<file path="src/rtl/if_fetch_if.sv">
// ---------------------------------------------------------------------------
// if_fetch_if
// Instruction-bus handshake between the fetch stage and the instruction
// memory / bus bridge. One request outstanding at most; the address is held
// stable while ibus_req_o is high, and ibus_ack_i returns the data in the
// same cycle.
//
// Signals:
//   ibus_req_o   fetch -> bus   request, held high until ack
//   ibus_addr_o  fetch -> bus   32-bit fetch address
//   ibus_data_i  bus -> fetch   32-bit instruction data, valid with ack
//   ibus_ack_i   bus -> fetch   acknowledge
// Modports:
//   master  fetch-stage side
//   slave   memory / bus side
// ---------------------------------------------------------------------------
interface if_fetch_if;
    logic        ibus_req_o;
    logic [31:0] ibus_addr_o;
    logic [31:0] ibus_data_i;
    logic        ibus_ack_i;

    modport master (
        output ibus_req_o,
        output ibus_addr_o,
        input  ibus_data_i,
        input  ibus_ack_i
    );

    modport slave (
        input  ibus_req_o,
        input  ibus_addr_o,
        output ibus_data_i,
        output ibus_ack_i
    );
endinterface

</file>
<file path="src/rtl/if_fetch.sv">
// ---------------------------------------------------------------------------
// if_fetch
// Instruction-fetch stage feeding the IF/ID pipeline register. Owns the PC,
// runs a single-outstanding-request handshake on the instruction bus, and
// applies branch redirects, exception-flush redirects and fetch-address
// misalignment exceptions.
//
// Ports:
//   clk                      clock, rising edge
//   rst                      synchronous active-high reset
//   stall[5:0]               pipeline stall vector; stall[0] holds the PC
//   flush                    exception flush, redirect to new_pc
//   new_pc[31:0]             handler / ERET target used with flush
//   branch_flag_i            branch taken (from ID)
//   branch_target_address_i  branch target (from ID)
//   ibus                     instruction bus (master side)
//   if_pc[31:0]              PC of the presented instruction
//   if_inst[31:0]            presented instruction (0 unless READY)
//   if_excepttype[31:0]      fetch exception bits (0 unless READY)
//   stallreq                 fetch not complete, request IF stall
//
// Outputs are decoded purely from registered state (state, pc, buffers),
// never from inputs, so there is no combinational path from the bus or the
// pipeline controls to any output.
// ---------------------------------------------------------------------------
module if_fetch #(
    parameter logic [31:0] RESET_PC     = 32'h0000_0000,
    parameter int unsigned EXC_ADEL_BIT = 13
) (
    input  logic             clk,
    input  logic             rst,
    input  logic [5:0]       stall,
    input  logic             flush,
    input  logic [31:0]      new_pc,
    input  logic             branch_flag_i,
    input  logic [31:0]      branch_target_address_i,
    if_fetch_if.master       ibus,
    output logic [31:0]      if_pc,
    output logic [31:0]      if_inst,
    output logic [31:0]      if_excepttype,
    output logic             stallreq
);

    localparam int unsigned XLEN = 32;

    // FSM encoding
    localparam logic [1:0] ST_START = 2'd0;
    localparam logic [1:0] ST_FETCH = 2'd1;
    localparam logic [1:0] ST_READY = 2'd2;
    localparam logic [1:0] ST_DRAIN = 2'd3;

    // stall[0] level that holds the PC
    localparam logic STOP = 1'b1;

    localparam logic [XLEN-1:0] PC_STEP       = XLEN'(4);
    localparam logic [XLEN-1:0] EXC_ADEL_MASK = XLEN'(1) << EXC_ADEL_BIT;

    // ------------------------------------------------------------------
    // State registers and their next values
    // ------------------------------------------------------------------
    logic [1:0]      state,     state_n;
    logic [XLEN-1:0] pc,        pc_n;
    logic [XLEN-1:0] inst_buf,  inst_buf_n;
    logic [XLEN-1:0] exc_buf,   exc_buf_n;
    logic [XLEN-1:0] addr_hold, addr_hold_n;

    // Bus-side combinational outputs before driving the interface
    logic            req_c;
    logic [XLEN-1:0] addr_c;
    logic            pc_aligned_c;

    // Only stall[0] concerns the fetch stage
    logic unused_stall;
    assign unused_stall = ^stall[5:1];

    assign pc_aligned_c = (pc[1:0] == 2'b00);

    // State register; reset also abandons any outstanding bus transaction
    always_ff @(posedge clk) begin
        if (rst) begin
            state     <= ST_START;
            pc        <= RESET_PC;
            inst_buf  <= '0;
            exc_buf   <= '0;
            addr_hold <= '0;
        end else begin
            state     <= state_n;
            pc        <= pc_n;
            inst_buf  <= inst_buf_n;
            exc_buf   <= exc_buf_n;
            addr_hold <= addr_hold_n;
        end
    end

    // Next-state and output decode
    always_comb begin
        state_n       = state;
        pc_n          = pc;
        inst_buf_n    = inst_buf;
        exc_buf_n     = exc_buf;
        addr_hold_n   = addr_hold;
        req_c         = 1'b0;
        addr_c        = pc;
        stallreq      = 1'b0;
        if_pc         = pc;
        if_inst       = '0;
        if_excepttype = '0;

        case (state)
            ST_START: begin
                state_n = ST_FETCH;
                if (flush) begin
                    pc_n = new_pc;
                end
            end

            ST_FETCH: begin
                stallreq    = 1'b1;
                req_c       = pc_aligned_c;
                // Remember the issued address in case a flush forces a drain
                addr_hold_n = pc;
                if (flush) begin
                    pc_n = new_pc;
                    // A request that has not been acked yet must be drained;
                    // an ack in this very cycle closes it and its data is dropped.
                    if (pc_aligned_c && !ibus.ibus_ack_i) begin
                        state_n = ST_DRAIN;
                    end else begin
                        state_n = ST_FETCH;
                    end
                end else if (!pc_aligned_c) begin
                    // Misaligned: no bus cycle, present an address-error exception
                    inst_buf_n = '0;
                    exc_buf_n  = EXC_ADEL_MASK;
                    state_n    = ST_READY;
                end else if (ibus.ibus_ack_i) begin
                    inst_buf_n = ibus.ibus_data_i;
                    exc_buf_n  = '0;
                    state_n    = ST_READY;
                end
            end

            ST_READY: begin
                if_inst       = inst_buf;
                if_excepttype = exc_buf;
                if (flush) begin
                    pc_n    = new_pc;
                    state_n = ST_FETCH;
                end else if (stall[0] != STOP) begin
                    pc_n    = branch_flag_i ? branch_target_address_i : pc + PC_STEP;
                    state_n = ST_FETCH;
                end
            end

            ST_DRAIN: begin
                // Keep the stale request alive at its original address until acked
                req_c    = 1'b1;
                addr_c   = addr_hold;
                stallreq = 1'b1;
                if (flush) begin
                    pc_n = new_pc;
                end
                // The ack closes the stale transaction even if a new flush arrives,
                // so no second request at the stale address is ever issued.
                if (ibus.ibus_ack_i) begin
                    state_n = ST_FETCH;
                end
            end

            default: begin
                state_n = ST_START;
            end
        endcase
    end

    assign ibus.ibus_req_o  = req_c;
    assign ibus.ibus_addr_o = addr_c;

endmodule
</file>
<file path="src/flat_wrapper.sv">
// flat-port wrapper written by rule: the top's interface ports become plain ports
module if_fetch_flat 
#(
    parameter logic [31:0] RESET_PC     = 32'h0000_0000,
    parameter int unsigned EXC_ADEL_BIT = 13
)
  (clk, rst, stall, flush, new_pc, branch_flag_i, branch_target_address_i, if_pc, if_inst, if_excepttype, stallreq, ibus_ibus_req_o, ibus_ibus_addr_o, ibus_ibus_data_i, ibus_ibus_ack_i);
  if_fetch_if ibus_i ();
  input  logic clk;
  input  logic rst;
  input  logic [5:0] stall;
  input  logic flush;
  input  logic [31:0] new_pc;
  input  logic branch_flag_i;
  input  logic [31:0] branch_target_address_i;
  output logic [31:0] if_pc;
  output logic [31:0] if_inst;
  output logic [31:0] if_excepttype;
  output logic stallreq;
  output wire logic [$bits(ibus_i.ibus_req_o)-1:0] ibus_ibus_req_o;
  output wire logic [$bits(ibus_i.ibus_addr_o)-1:0] ibus_ibus_addr_o;
  input wire logic [$bits(ibus_i.ibus_data_i)-1:0] ibus_ibus_data_i;
  input wire logic [$bits(ibus_i.ibus_ack_i)-1:0] ibus_ibus_ack_i;
  assign ibus_ibus_req_o = ibus_i.ibus_req_o;
  assign ibus_ibus_addr_o = ibus_i.ibus_addr_o;
  assign ibus_i.ibus_data_i = ibus_ibus_data_i;
  assign ibus_i.ibus_ack_i = ibus_ibus_ack_i;
  if_fetch #(.RESET_PC(RESET_PC), .EXC_ADEL_BIT(EXC_ADEL_BIT)) u_core (.clk(clk), .rst(rst), .stall(stall), .flush(flush), .new_pc(new_pc), .branch_flag_i(branch_flag_i), .branch_target_address_i(branch_target_address_i), .ibus(ibus_i), .if_pc(if_pc), .if_inst(if_inst), .if_excepttype(if_excepttype), .stallreq(stallreq));
endmodule
</file>
<file path="config.mk">
export PLATFORM = sky130hd
export DESIGN_NAME = if_fetch_flat
export DESIGN_NICKNAME = d
export VERILOG_FILES = /design/src/rtl/if_fetch_if.sv /design/src/rtl/if_fetch.sv /design/src/flat_wrapper.sv
export SDC_FILE = /design/constraint.sdc
export NUM_CORES = 1
export LEC_CHECK = 0
export ABC_AREA = 1
export BUFFER_PORTS_ARGS = -buffer_cell sky130_fd_sc_hd__buf_2
export CAP_MARGIN = 30
export CORE_AREA = 2 2 125 127
export CTS_CLUSTER_SIZE = 12
export DETAILED_ROUTE_END_ITERATION = 6
export DIE_AREA = 0 0 127 129
export PLACE_DENSITY = 0.64
export SETUP_SLACK_MARGIN = 0.2
export SLEW_MARGIN = 20
export SYNTH_ARGS = -nofsm -noshare
export SYNTH_HDL_FRONTEND = slang
export SYNTH_SLANG_ARGS = --single-unit
export TNS_END_PERCENT = 10
</file>
<file path="constraint.sdc">
create_clock -name clk -period 2.8 [get_ports clk]
set_clock_uncertainty 0.2 [all_clocks]
set_input_delay 0.56 -clock clk [delete_from_list [all_inputs] [get_ports clk]]
set_output_delay 0.56 -clock clk [all_outputs]
set_load 0.005 [all_outputs]
</file>
# After elaboration in Yosys (flattened, before gate mapping)
# Cells that the tools add are included.
[word_totals]
reg_bits = 130
in_bits = 107
out_inout_bits = 130
word_cells = 46
[classes]
n_addsub = 1
n_eq_ne = 8
mux = 22
bitwise = 1
reduce_logical = 9
[op_table]
columns = ["operator", "count"]
rows = [
  ["32-bit two-way mux", 11],
  ["32-bit one-hot mux with 2 select lines", 1],
  ["32-bit by 3-bit adder with 32-bit output, second input constant", 1],
  ["2-bit two-way mux", 7],
  ["2-bit one-hot mux with 4 select lines", 1],
  ["3-bit AND reduction", 2],
  ["2-bit == test, second input constant", 2],
  ["2-bit zero test", 2],
  ["2-bit != test, second input constant", 2],
  ["4-bit != test, second input constant", 1],
  ["3-bit != test, second input constant", 1],
  ["3-bit OR reduction", 1],
  ["2-bit by 1-bit == test with 1-bit output, second input constant", 1],
  ["2-bit by 1-bit != test with 1-bit output, second input constant", 1],
  ["1-bit one-hot mux with 2 select lines", 1],
  ["2-bit AND reduction", 1],
  ["2-bit OR reduction", 1],
  ["1-bit logical AND", 1],
  ["1-bit zero test", 1],
  ["1-bit two-way mux", 1],
  ["1-bit inverter", 1],
]

# Logic depth before layout (Yosys ltp)
# Gate-level depths: netlist of the first run.
[depth]
ltp_word = 5
depth_mapped = 10

# Worst setup path before layout of the first run
# No wires, ideal clock.
[synth_timing]
path_kind = "reg2out"
from = "register u_core.state[1]"
to = "output port ibus_ibus_addr_o[0]"
arrival_ps = 1090
slack_ps = 950
stages_incl_launch_ff = 6
path_cell_list = "dfxtp_1 -> nand2_1 -> inv_1 -> buf_1 -> nand2_1 -> o21ai_0"
[synth_via]
elab_chain_len = 2
[synth_lines]
columns = ["item", "line_no", "text"]
rows = [
  ["start, declared", "if_fetch.sv:61", "logic [1:0] state, state_n;"],
  ["start signal, assigned", "if_fetch.sv:87", "state <= state_n;"],
  ["2-bit == test", "if_fetch.sv:109", "case (state)"],
  ["32-bit two-way mux", "if_fetch.sv:109", ""],
  ["end, declared", "flat_wrapper.sv:21", "output wire logic [$bits(ibus_i.ibus_addr_o)-1:0] ibus_ibus_addr_o;"],
]
# No other way between the ends.

# Worst setup path after layout of the first run
[layout_timing]
from = "register u_core.state[1]"
to = "output port ibus_ibus_addr_o[18]"
# The elaborated chain is that of the path after synthesis.

==> results of run 1 <==
## flip-flops by register name (all words and copies together), names as in the netlist
register	flops
u_core.addr_hold	32
u_core.exc_buf	1
u_core.if_pc	32
u_core.inst_buf	32
u_core.state	2
## cells by family (layout without fill, tap and decap cells)
kind of cell    after synthesis  in the layout  synth area share [%]
simple gates                345            345                  24.1
compound gates              273            273                  27.6
buf+inv                     164            308                  13.5
flops                        99             99                  34.2
xor+xnor                      2              2                 0.302
fa+ha+maj                     1              1                 0.216
other cells                   1             31                0.0647
## power groups by stage
| stage | Clock (mW) | Sequential, mW | Combinational [mW] |
|---|---|---|---|
| final | 1.29 | 1.62 | 0.675 |
| after floorplan | 0 | 1.62 | 0.450 |
| after CTS | 1.32 | 1.62 | 0.676 |
| after global routing | 1.39 | 1.63 | 0.762 |
| after detailed placement | 0 | 1.65 | 0.674 |
| after global placement | 0 | 1.65 | 0.668 |
## critical path, delay by kind of cell (launching register included)
family / cells / cell delay, ps
buf+inv: 3 / 550
flops: 1 / 430
simple gates: 2 / 200
compound gates: 1 / 150
## cell usage in the layout, fill, tap and decap left out, drive strengths merged, types with 3 or more instances in the layout
cell / count
nand2: 162
nor2: 141
dfxtp: 99
nand4: 3
a211oi: 32
o21ai: 111
a21oi: 123
clkbuf: 10
conb: 31
o211ai: 5
nand3: 37
buf: 212
inv: 84
## worst paths after layout
check,startpoint,endpoint,slack [ps],cells after the start
hold / removal,new_pc[0],u_core.if_pc[0],260,3
setup / recovery,u_core.state[1],ibus_ibus_addr_o[18],340,6
setup reg to reg,u_core.if_pc[2],u_core.if_pc[28],700,10
hold reg to reg,u_core.inst_buf[0],u_core.inst_buf[0],260,2
## metal layers
metal	part of all wire, %	GRT usage (%)	vias up
met5	0	0	-
met4	1.6	6.33	0
met3	8.2	5.61	21
met2	45	34.3	223
met1	45	30.2	2819
li1	-	-	3190
## metrics by stage
stage                     utilization, %  cell area [um^2]  setup slack (ps)  total power [mW]
after detailed placement            45.3              6780               611              2.32
after CTS                           47.3              7080               206              3.61
final                               47.4              7090               343              3.59
after global routing                47.4              7090               240              3.78
after floorplan                        -              5910               950              2.07
after global placement              45.3              6780               630              2.31
## layout make-up
class	instances	share of cell area, %
clock buffers	10	3.37
clock inverters	6	0.935
repair buffers	212	15.8
well taps	188	3.32
inverters	80	4.23
multi-input cells	652	44.4
flip-flops and latches	99	27.9
==> metrics.md, run 1 <==
| Metric | Value |
|---|---|
| Die height | `roughly 130 um` |
| Setup crit end kind | `output pin` |
| Final net count | `1,162` |
| Syn Std Cell Area | `about 5800 um^2` |
| Initial antenna violation count | `0` |
| Max H-tree Level | `3` |
| Placement Rows | `45` |
| CTS Buffer Depth | `2` |
| Sequential share of the synthesized area | `34.2%` |
| CTS resizes | `0` |
| First-pass GRT wire length | `roughly 28 mm` |
| Setup Buffers After CTS | `0` |
| Fillers | `1,622` |
| Post-synth top cells | `159 x nand2_1, 135 x nor2_1, 123 x a21oi_1` |
| Tmin final | `2460 ps` |
| Routed wire length | `18.5 mm` |
| Initial Utilization | `approximately two fifths` |
| Area Overhead vs Synth | `22.4%` |
| Combinational Power Share | `between 10% and 20%` |
| CP Class | `flip-flop to output pin` |
| DP HPWL | `between 10 and 15 mm` |
| Max Freq | `about 410 MHz` |
| RSZ-0062 raised after global routing | `false` |
| Cells along the critical path | `nand2_2, inv_1, buf_8, nand2_1, o21ai_0, buf_2` |
| Seq pwr share | `between 40% and 50%` |
| EDFF count, synth | `0` |
| Vias in the first global route | `between 5k and 6k` |
| Initial drt markers | `516` |
| Area leader, netlist | `dfxtp_1` |
| Relative slew margins | `roughly three fifths` |
| PortBufs | `200` |
| # placed instances | `about 1.2k` |
| Remaining antenna violation count | `0` |
| Hold Slack | `between 200 and 300 ps` |
| Slew of the pin with the lowest slew margin | `~600 ps` |
| Final Cycle Share | `between 80 and 90%` |
| Yosys Warn Count | `0` |
| Core area | `between 10,000 and 15,000 um^2` |
| Critical Path Source Type | `flip-flop` |
| Share of post-route cells with drive strength above 1 | `between 20% and 30%` |
| VDD IR-drop max | `around 0.00027 V` |
| # diodes | `0` |
| Status | `completed` |
| Area of the multi-input gates | `3150 um^2` |
| Die area | `between 15,000 and 20,000 um^2` |
| Post-synth top flop | `dfxtp_1` |
| Inserted Clock Buffers | `9` |
| Post-synth ARST share | `0%` |
| Share of power burned in the clock network | `36.1%` |
| Synth top area share | `between 30% and 40%` |
| Final std cells w/o fill | `~1.2k` |
| Top cells by area, synth | `dfxtp_1 34%, a21oi_1 11%, nand2_1 10%` |
| Gr ovfl total | `0` |
| CTS tree | `built` |
| Hold Path Class | `primary input to flip-flop` |
| Slowest CP cell | `dfxtp_1` |
| Setup TNS Final | `0 ps` |
| Via density | `5.01` |
| Worst Path Required | `a little over 2000 ps` |
| # IOs | `approximately 240` |
| Root Driver | `clkbuf_16` |
| Die width | `127 um` |
| Slew Viols, Final | `0` |
| Routed vias | `6,253` |
| Drt drc | `0` |
| Yosys cell types | `28` |
| Internal power | `2.44 mW` |
| Syn Inst Count | `approximately 900` |
| Max-cap violations | `0` |
| Syn avg cell area | `between 6 and 7 um^2` |
| Synth Register Bits | `99` |
| Arrival time worst endpoint | `between 1500 and 2000 ps` |
| Clock sinks | `slightly below 100` |
| Final setup viols | `0` |
| Register Area | `about 2000 um^2` |
| Clock transition at path regs | `roughly 80 ps` |
| GRT Util Overall | `~22%` |
| Sw power | `roughly 1.1 mW` |
| Fin. Hold Viols | `0` |
| Gpl congestion | `approximately 0.93` |
| DR pass1 iterations | `6` |
| Most frequent cell after synthesis | `nand2_1` |
| Cell Pwr Density | `around 510 nW/um^2` |
| LEAKAGE | `3.10 nW` |
| Crit-path max FO | `40` |
| Clk_lat worst skew | `around 360 ps` |
| Largest net degree at the start of global routing | `66` |
| Post-DR wirelength/cell | `14.8 um` |
| CTS Hold Bufs | `0` |
| Sw Share | `31.8%` |
| Crit-path max cell delay | `430 ps` |
(Power assumes the default switching activity.)
==> run 2: changes to the inputs <==
--- a/config.mk
+++ b/config.mk
@@ -13,6 +13,7 @@
 export DETAILED_ROUTE_END_ITERATION = 6
 export DIE_AREA = 0 0 127 129
 export PLACE_DENSITY = 0.64
+export RECOVER_POWER = 25
 export SETUP_SLACK_MARGIN = 0.2
 export SLEW_MARGIN = 20
 export SYNTH_ARGS = -nofsm -noshare
==> run 2 against run 1 <==
  * Die area unchanged
  * Maximum frequency increased by 2.6%
  * Register-to-register slack got worse by 270 ps
  * Final cell count stayed put
  * Total power fell by 0.25%
  * Routed wire length hardly changed
  * First-iteration DRC count is 7.8% lower
  * Critical endpoint unchanged
  * Largest cell class unchanged
==> metrics.md, run 2 (synthesis gave the netlist of run 1 again) <==
| Metric | Value |
|---|---|
| Status | `completed` |
| VDD IR-drop max | `~0.00027 V` |
| Design area | `7040 um^2` |
| Initial Utilization | `38.7%` |
| Core area | `15,000 um^2` |
| Register Area | `1980 um^2` |
| Routed vias | `6,244` |
| Drt drc | `0` |
| Clk_lat worst skew | `~360 ps` |
| Die area | `~16,000 um^2` |
| CTS Hold Bufs | `0` |
| Max H-tree Level | `3` |
| Area of the multi-input gates | `approximately 3100 um^2` |
| Remaining antenna violation count | `0` |
| CP endpoint | `ibus_ibus_addr_o[18]` |
| LEAKAGE | `approximately 3 nW` |
| Crit-path max FO | `40` |
| Most frequent cells in the layout | `191 x buf_2, 158 x nand2_1, 138 x nor2_1, 123 x a21oi_1, 101 x o21ai_0` |
| CTS tree | `built` |
| Root Driver | `clkbuf_16` |
| R2R depth | `7` |
| Launch point of the worst path | `u_core.state[1]` |
| Post-DR wirelength/cell | `14.8 um` |
| FF-to-FF Start | `u_core.state[0]` |
| Tmin final | `between 2000 and 2500 ps` |
| Worst reg2reg setup slack | `430 ps` |
| Worst Path Required | `between 2000 and 2500 ps` |
| Gr ovfl total | `0` |
| PortBufs | `200` |
| Setup crit end kind | `output pin` |
| Cell Pwr Density | `between 500 and 600 nW/um^2` |
| Largest net degree at the start of global routing | `66` |
| Area Overhead vs Synth | `21.5%` |
| Fin. Hold Viols | `0` |
| CTS Buffer Depth | `2` |
| DR pass1 iterations | `5` |
| Fillers | `approximately 1.6k` |
| Worst R2R End | `u_core.if_pc[7]` |
| Commonest non-fill, non-tap cell in the layout | `buf_2` |
| Initial antenna violation count | `0` |
| Setup Buffers After CTS | `0` |
| # diodes | `0` |
| Via density | `approximately 5` |
| Final Cycle Share | `a little under nine tenths` |
| Clock sinks | `99` |
| Gpl congestion | `0.929` |
| Final setup viols | `0` |
| Placed cell area | `between 6000 and 7000 um^2` |
| Setup TNS Final | `0 ps` |
| Die width | `~130 um` |
| Initial drt markers | `between 400 and 500` |
| Placement Rows | `45` |
| Relative slew margins | `about a third` |
| DP HPWL | `approximately 14 mm` |
| Critical Path Source Type | `flip-flop` |
| Slew Viols, Final | `0` |
| Inserted Clock Buffers | `9` |
| Vias in the first global route | `5,188` |
| Arrival time worst endpoint | `between 1500 and 2000 ps` |
| Die height | `between 100 and 150 um` |
| Max Freq | `roughly 420 MHz` |
| Hold Path Class | `primary input to flip-flop` |
| Slew of the pin with the lowest slew margin | `about 990 ps` |
| Share of post-route cells with drive strength above 1 | `roughly a quarter` |
| First-pass GRT wire length | `roughly 28 mm` |
| # IOs | `approximately 240` |
| GRT Util Overall | `a little over a fifth` |
| Final net count | `1,162` |
| RSZ-0062 raised after global routing | `false` |
| Max-cap violations | `0` |
| CP Class | `flip-flop to output pin` |
| Clock transition at path regs | `approximately 80 ps` |
| Routed wire length | `about 19 mm` |
-- run 2: changes by cell type in the layout (fill, tap and decap cells not counted), moves of 2 or more --
| cell | before | now |
|---|---|---|
| buf_2 | 200 | 191 |
| clkbuf_1 | 0 | 8 |
| nor2_1 | 135 | 138 |
| nor2_4 | 4 | 1 |
| clkbuf_2 | 0 | 2 |
| inv_1 | 72 | 74 |
| inv_2 | 8 | 6 |
-- run 2: how the worst min path moves through the flow --
stage,endpoint,slack (ps),from,cells after the start
floorplan,u_core.inst_buf[0],240,u_core.inst_buf[0],2
global placement,u_core.inst_buf[30],250,u_core.inst_buf[30],2
detailed placement,u_core.inst_buf[0],260,u_core.inst_buf[0],2
CTS,u_core.if_pc[0],250,new_pc[0],3
global route,u_core.if_pc[0],280,new_pc[0],3
finish,u_core.if_pc[0],260,new_pc[0],3
-- run 2: metrics by stage --
stage	setup slack [ps]	hold WS [ps]	util, %	std cells	total power [mW]
after floorplan	950	237	-	915	2.07
after global placement	630	253	45.3	1231	2.31
after detailed placement	611	257	45.3	1231	2.32
after CTS	206	251	47.3	1247	3.61
after global routing	189	277	47.0	1247	3.77
final	406	257	47.0	1247	3.58
-- run 2: worst max-delay path, cell delays in order, from the launching register on --
cell and delay (ps):
dfxtp_1 380, nand2_2 120, inv_1 130, buf_8 230, nand2_1 70, o21ai_0 150, buf_2 180
-- run 2: layout make-up --
| class | count | area share [%] |
|---|---|---|
| multi-input combinational | 652 | 44.4 |
| timing repair buffer | 212 | 15.5 |
| sequential | 99 | 28.1 |
| inverter | 80 | 4.26 |
| clock buffer | 10 | 3.39 |
| tap | 188 | 3.34 |
| clock inverter | 6 | 0.942 |
-- run 2: layer usage --
metal  vias up  wire (um)  global-route usage, %
met5         -          0                      0
met4         0        284                   6.33
met3        19       1560                   5.61
met2       239       8270                   34.3
met1      2796       8400                   30.2
li1       3190          -                      -
-- run 2: what timing repair did --
item,4_1_cts,5_1_grt
endpoints found under the hold margin,0,0
resized for setup,0,3
setup endpoints to repair,0,21
-- run 2: power by group --
group / leakage [nW] / switching (mW) / internal, mW
Clock: 0.148 / 0.639 / 0.658
Combinational: 2.10 / 0.410 / 0.253
Sequential: 0.816 / 0.0917 / 1.53
Total: 3.06 / 1.14 / 2.44
==> run 3: changes to the inputs <==
--- a/config.mk
+++ b/config.mk
@@ -6,7 +6,7 @@
 export NUM_CORES = 1
 export LEC_CHECK = 0
 export ABC_AREA = 1
-export BUFFER_PORTS_ARGS = -buffer_cell sky130_fd_sc_hd__buf_2
+export BUFFER_PORTS_ARGS = -buffer_cell sky130_fd_sc_hd__buf_4
 export CAP_MARGIN = 30
 export CORE_AREA = 2 2 125 127
 export CTS_CLUSTER_SIZE = 12
==> run 3 against run 2 <==
  * Global-route usage grew 1.7 points
  * Combinational power grew 15%
  * Total power grew 1.2%
  * Critical path depth shrank 1
  * Final cell count grew 0.32%
  * Largest cell class unchanged
  * Highest routed layer unchanged
==> metrics.md, run 3 (synthesis gave the netlist of run 1 again) <==
| Metric | Value |
|---|---|
| Cells along the critical path | `inv_1, nand2_1, buf_4, nor2_1, buf_4` |
| Max Freq | `between 400 and 500 MHz` |
| Area Overhead vs Synth | `30.9%` |
| Clock transition at path regs | `70 ps` |
| Internal power | `around 2.5 mW` |
| Relative slew margins | `between 20% and 30%` |
| Drt drc | `0` |
| Seq pwr share | `between 40% and 50%` |
| Critical Path Source Type | `flip-flop` |
| Combinational Power Share | `21.1%` |
| LEAKAGE | `approximately 3.2 nW` |
| Share of power burned in the clock network | `roughly a third` |
| Post-Route Utilization | `approximately half` |
| Vias in the first global route | `approximately 5.6k` |
| Most frequent cells in the layout | `196 x buf_4, 159 x nand2_1, 136 x nor2_1, 123 x a21oi_1, 101 x o21ai_0` |
| Die area | `~16,000 um^2` |
| Die height | `approximately 130 um` |
| Top delay family on crit path | `buffers and inverters` |
| Initial Utilization | `between 30% and 40%` |
| Fin. Hold Viols | `0` |
| Arrival time worst endpoint | `approximately 1700 ps` |
| Final Cycle Share | `87.3%` |
| Setup crit end kind | `output pin` |
| Gpl congestion | `between 0.8 and 0.9` |
| Final net count | `1,166` |
| Placement Rows | `45` |
| Max H-tree Level | `3` |
| CP Class | `flip-flop to output pin` |
| Max-cap violations | `0` |
| Largest net degree at the start of global routing | `66` |
| GRT Util Overall | `between 20% and 30%` |
| Crit-path max FO | `29` |
| Routed vias | `between 6k and 7k` |
| Setup TNS Final | `0 ps` |
| # IOs | `between 200 and 250` |
| Initial antenna violation count | `0` |
| Core area | `approximately 15,000 um^2` |
| Final setup viols | `0` |
| CTS Hold Bufs | `0` |
| CTS tree | `built` |
| Slew of the pin with the lowest slew margin | `1150 ps` |
| CTS Buffer Depth | `2` |
| Tmin final | `approximately 2400 ps` |
| Sw Share | `a little under a third` |
| PortBufs | `200` |
| Slew Viols, Final | `0` |
| Status | `completed` |
| Root Driver | `clkbuf_16` |
| Clk_lat worst skew | `~360 ps` |
| Remaining antenna violation count | `0` |
| Sw power | `1.11 mW` |
| Worst Path Required | `around 2000 ps` |
| CP bufs+invs | `3` |
| Slowest CP cell | `buf_4` |
| DP HPWL | `approximately 14 mm` |
| Clock sinks | `99` |
| Commonest non-fill, non-tap cell in the layout | `buf_4` |
| VDD IR-drop max | `0.000274 V` |
| Crit path top cell by count | `buf_4` |
| DR pass1 iterations | `7` |
| Power Total | `3.62 mW` |
| RSZ-0062 raised after global routing | `false` |
| Crit-path max cell delay | `380 ps` |
| First-pass GRT wire length | `about 31 mm` |
| Inserted Clock Buffers | `9` |
| Via density | `around 5` |
| Gr ovfl total | `0` |
| Initial drt markers | `394` |
| Die width | `roughly 130 um` |
| Routed wire length | `about 20 mm` |
| Share of post-route cells with drive strength above 1 | `25.4%` |
| Post-DR wirelength/cell | `15.6 um` |
| Hold Path Class | `flip-flop to flip-flop` |
| # diodes | `0` |
| Cell Pwr Density | `about 480 nW/um^2` |
## run 3: per-stage QoR
stage	worst slack, ps	std cells	hold slack, ps	instance area [um^2]
after global routing	244	1251	272	7580
after global placement	609	1235	253	7310
after CTS	259	1251	269	7600
final	356	1251	267	7580
after floorplan	950	915	237	5910
after detailed placement	578	1235	252	7310
## run 3: final timing paths
path | startpoint | end | slack, ps | cells past startpoint
max | u_core.state[0] | if_inst[7] | 360 | 5
min | u_core.inst_buf[29] | u_core.inst_buf[29] | 270 | 2
max reg2reg | u_core.if_pc[3] | u_core.if_pc[16] | 580 | 8
min reg2reg | u_core.inst_buf[29] | u_core.inst_buf[29] | 270 | 2
## run 3: worst reg2reg max path, stage by stage, from the launching register on
cell and delay, ps:
dfxtp_1 440, ha_1 240, nand3_1 210, nor2_1 400, inv_1 100, o21ai_0 160
nand3_1 170, nand2_1 140, a21oi_1 60
## run 3: timing repair
action | CTS | global route
pin swaps | 0 | 0
endpoints found under the setup margin | 2 | 16
setup buffers | 0 | 0
cloned | 0 | 0
resized for setup | 1 | 3
endpoints found under the hold margin | 0 | 0
## run 3: power groups by stage
stage                     Clock (mW)  Sequential [mW]  Combinational, mW
after floorplan                    0             1.62              0.450
after global placement             0             1.65              0.763
after detailed placement           0             1.65              0.770
after CTS                       1.26             1.62              0.773
after global routing            1.31             1.63              0.854
final                           1.24             1.62              0.765
## run 3: layout make-up
cell class                 instances  area, um^2
inverter                          80         300
timing repair buffer             216        1650
tap                              188         235
fill                            1583        7390
clock inverter                     5        42.5
sequential                        99        1980
multi-input combinational        652        3140
clock buffer                      11         243
## run 3: per-layer routing
metal | vias up | global-route usage, % | wire, um
li1 | 3203 | - | -
met1 | 2851 | 33.0 | 9070
met2 | 208 | 36.1 | 8700
met3 | 24 | 5.70 | 1360
met4 | 0 | 7.69 | 388
met5 | - | 0 | 0
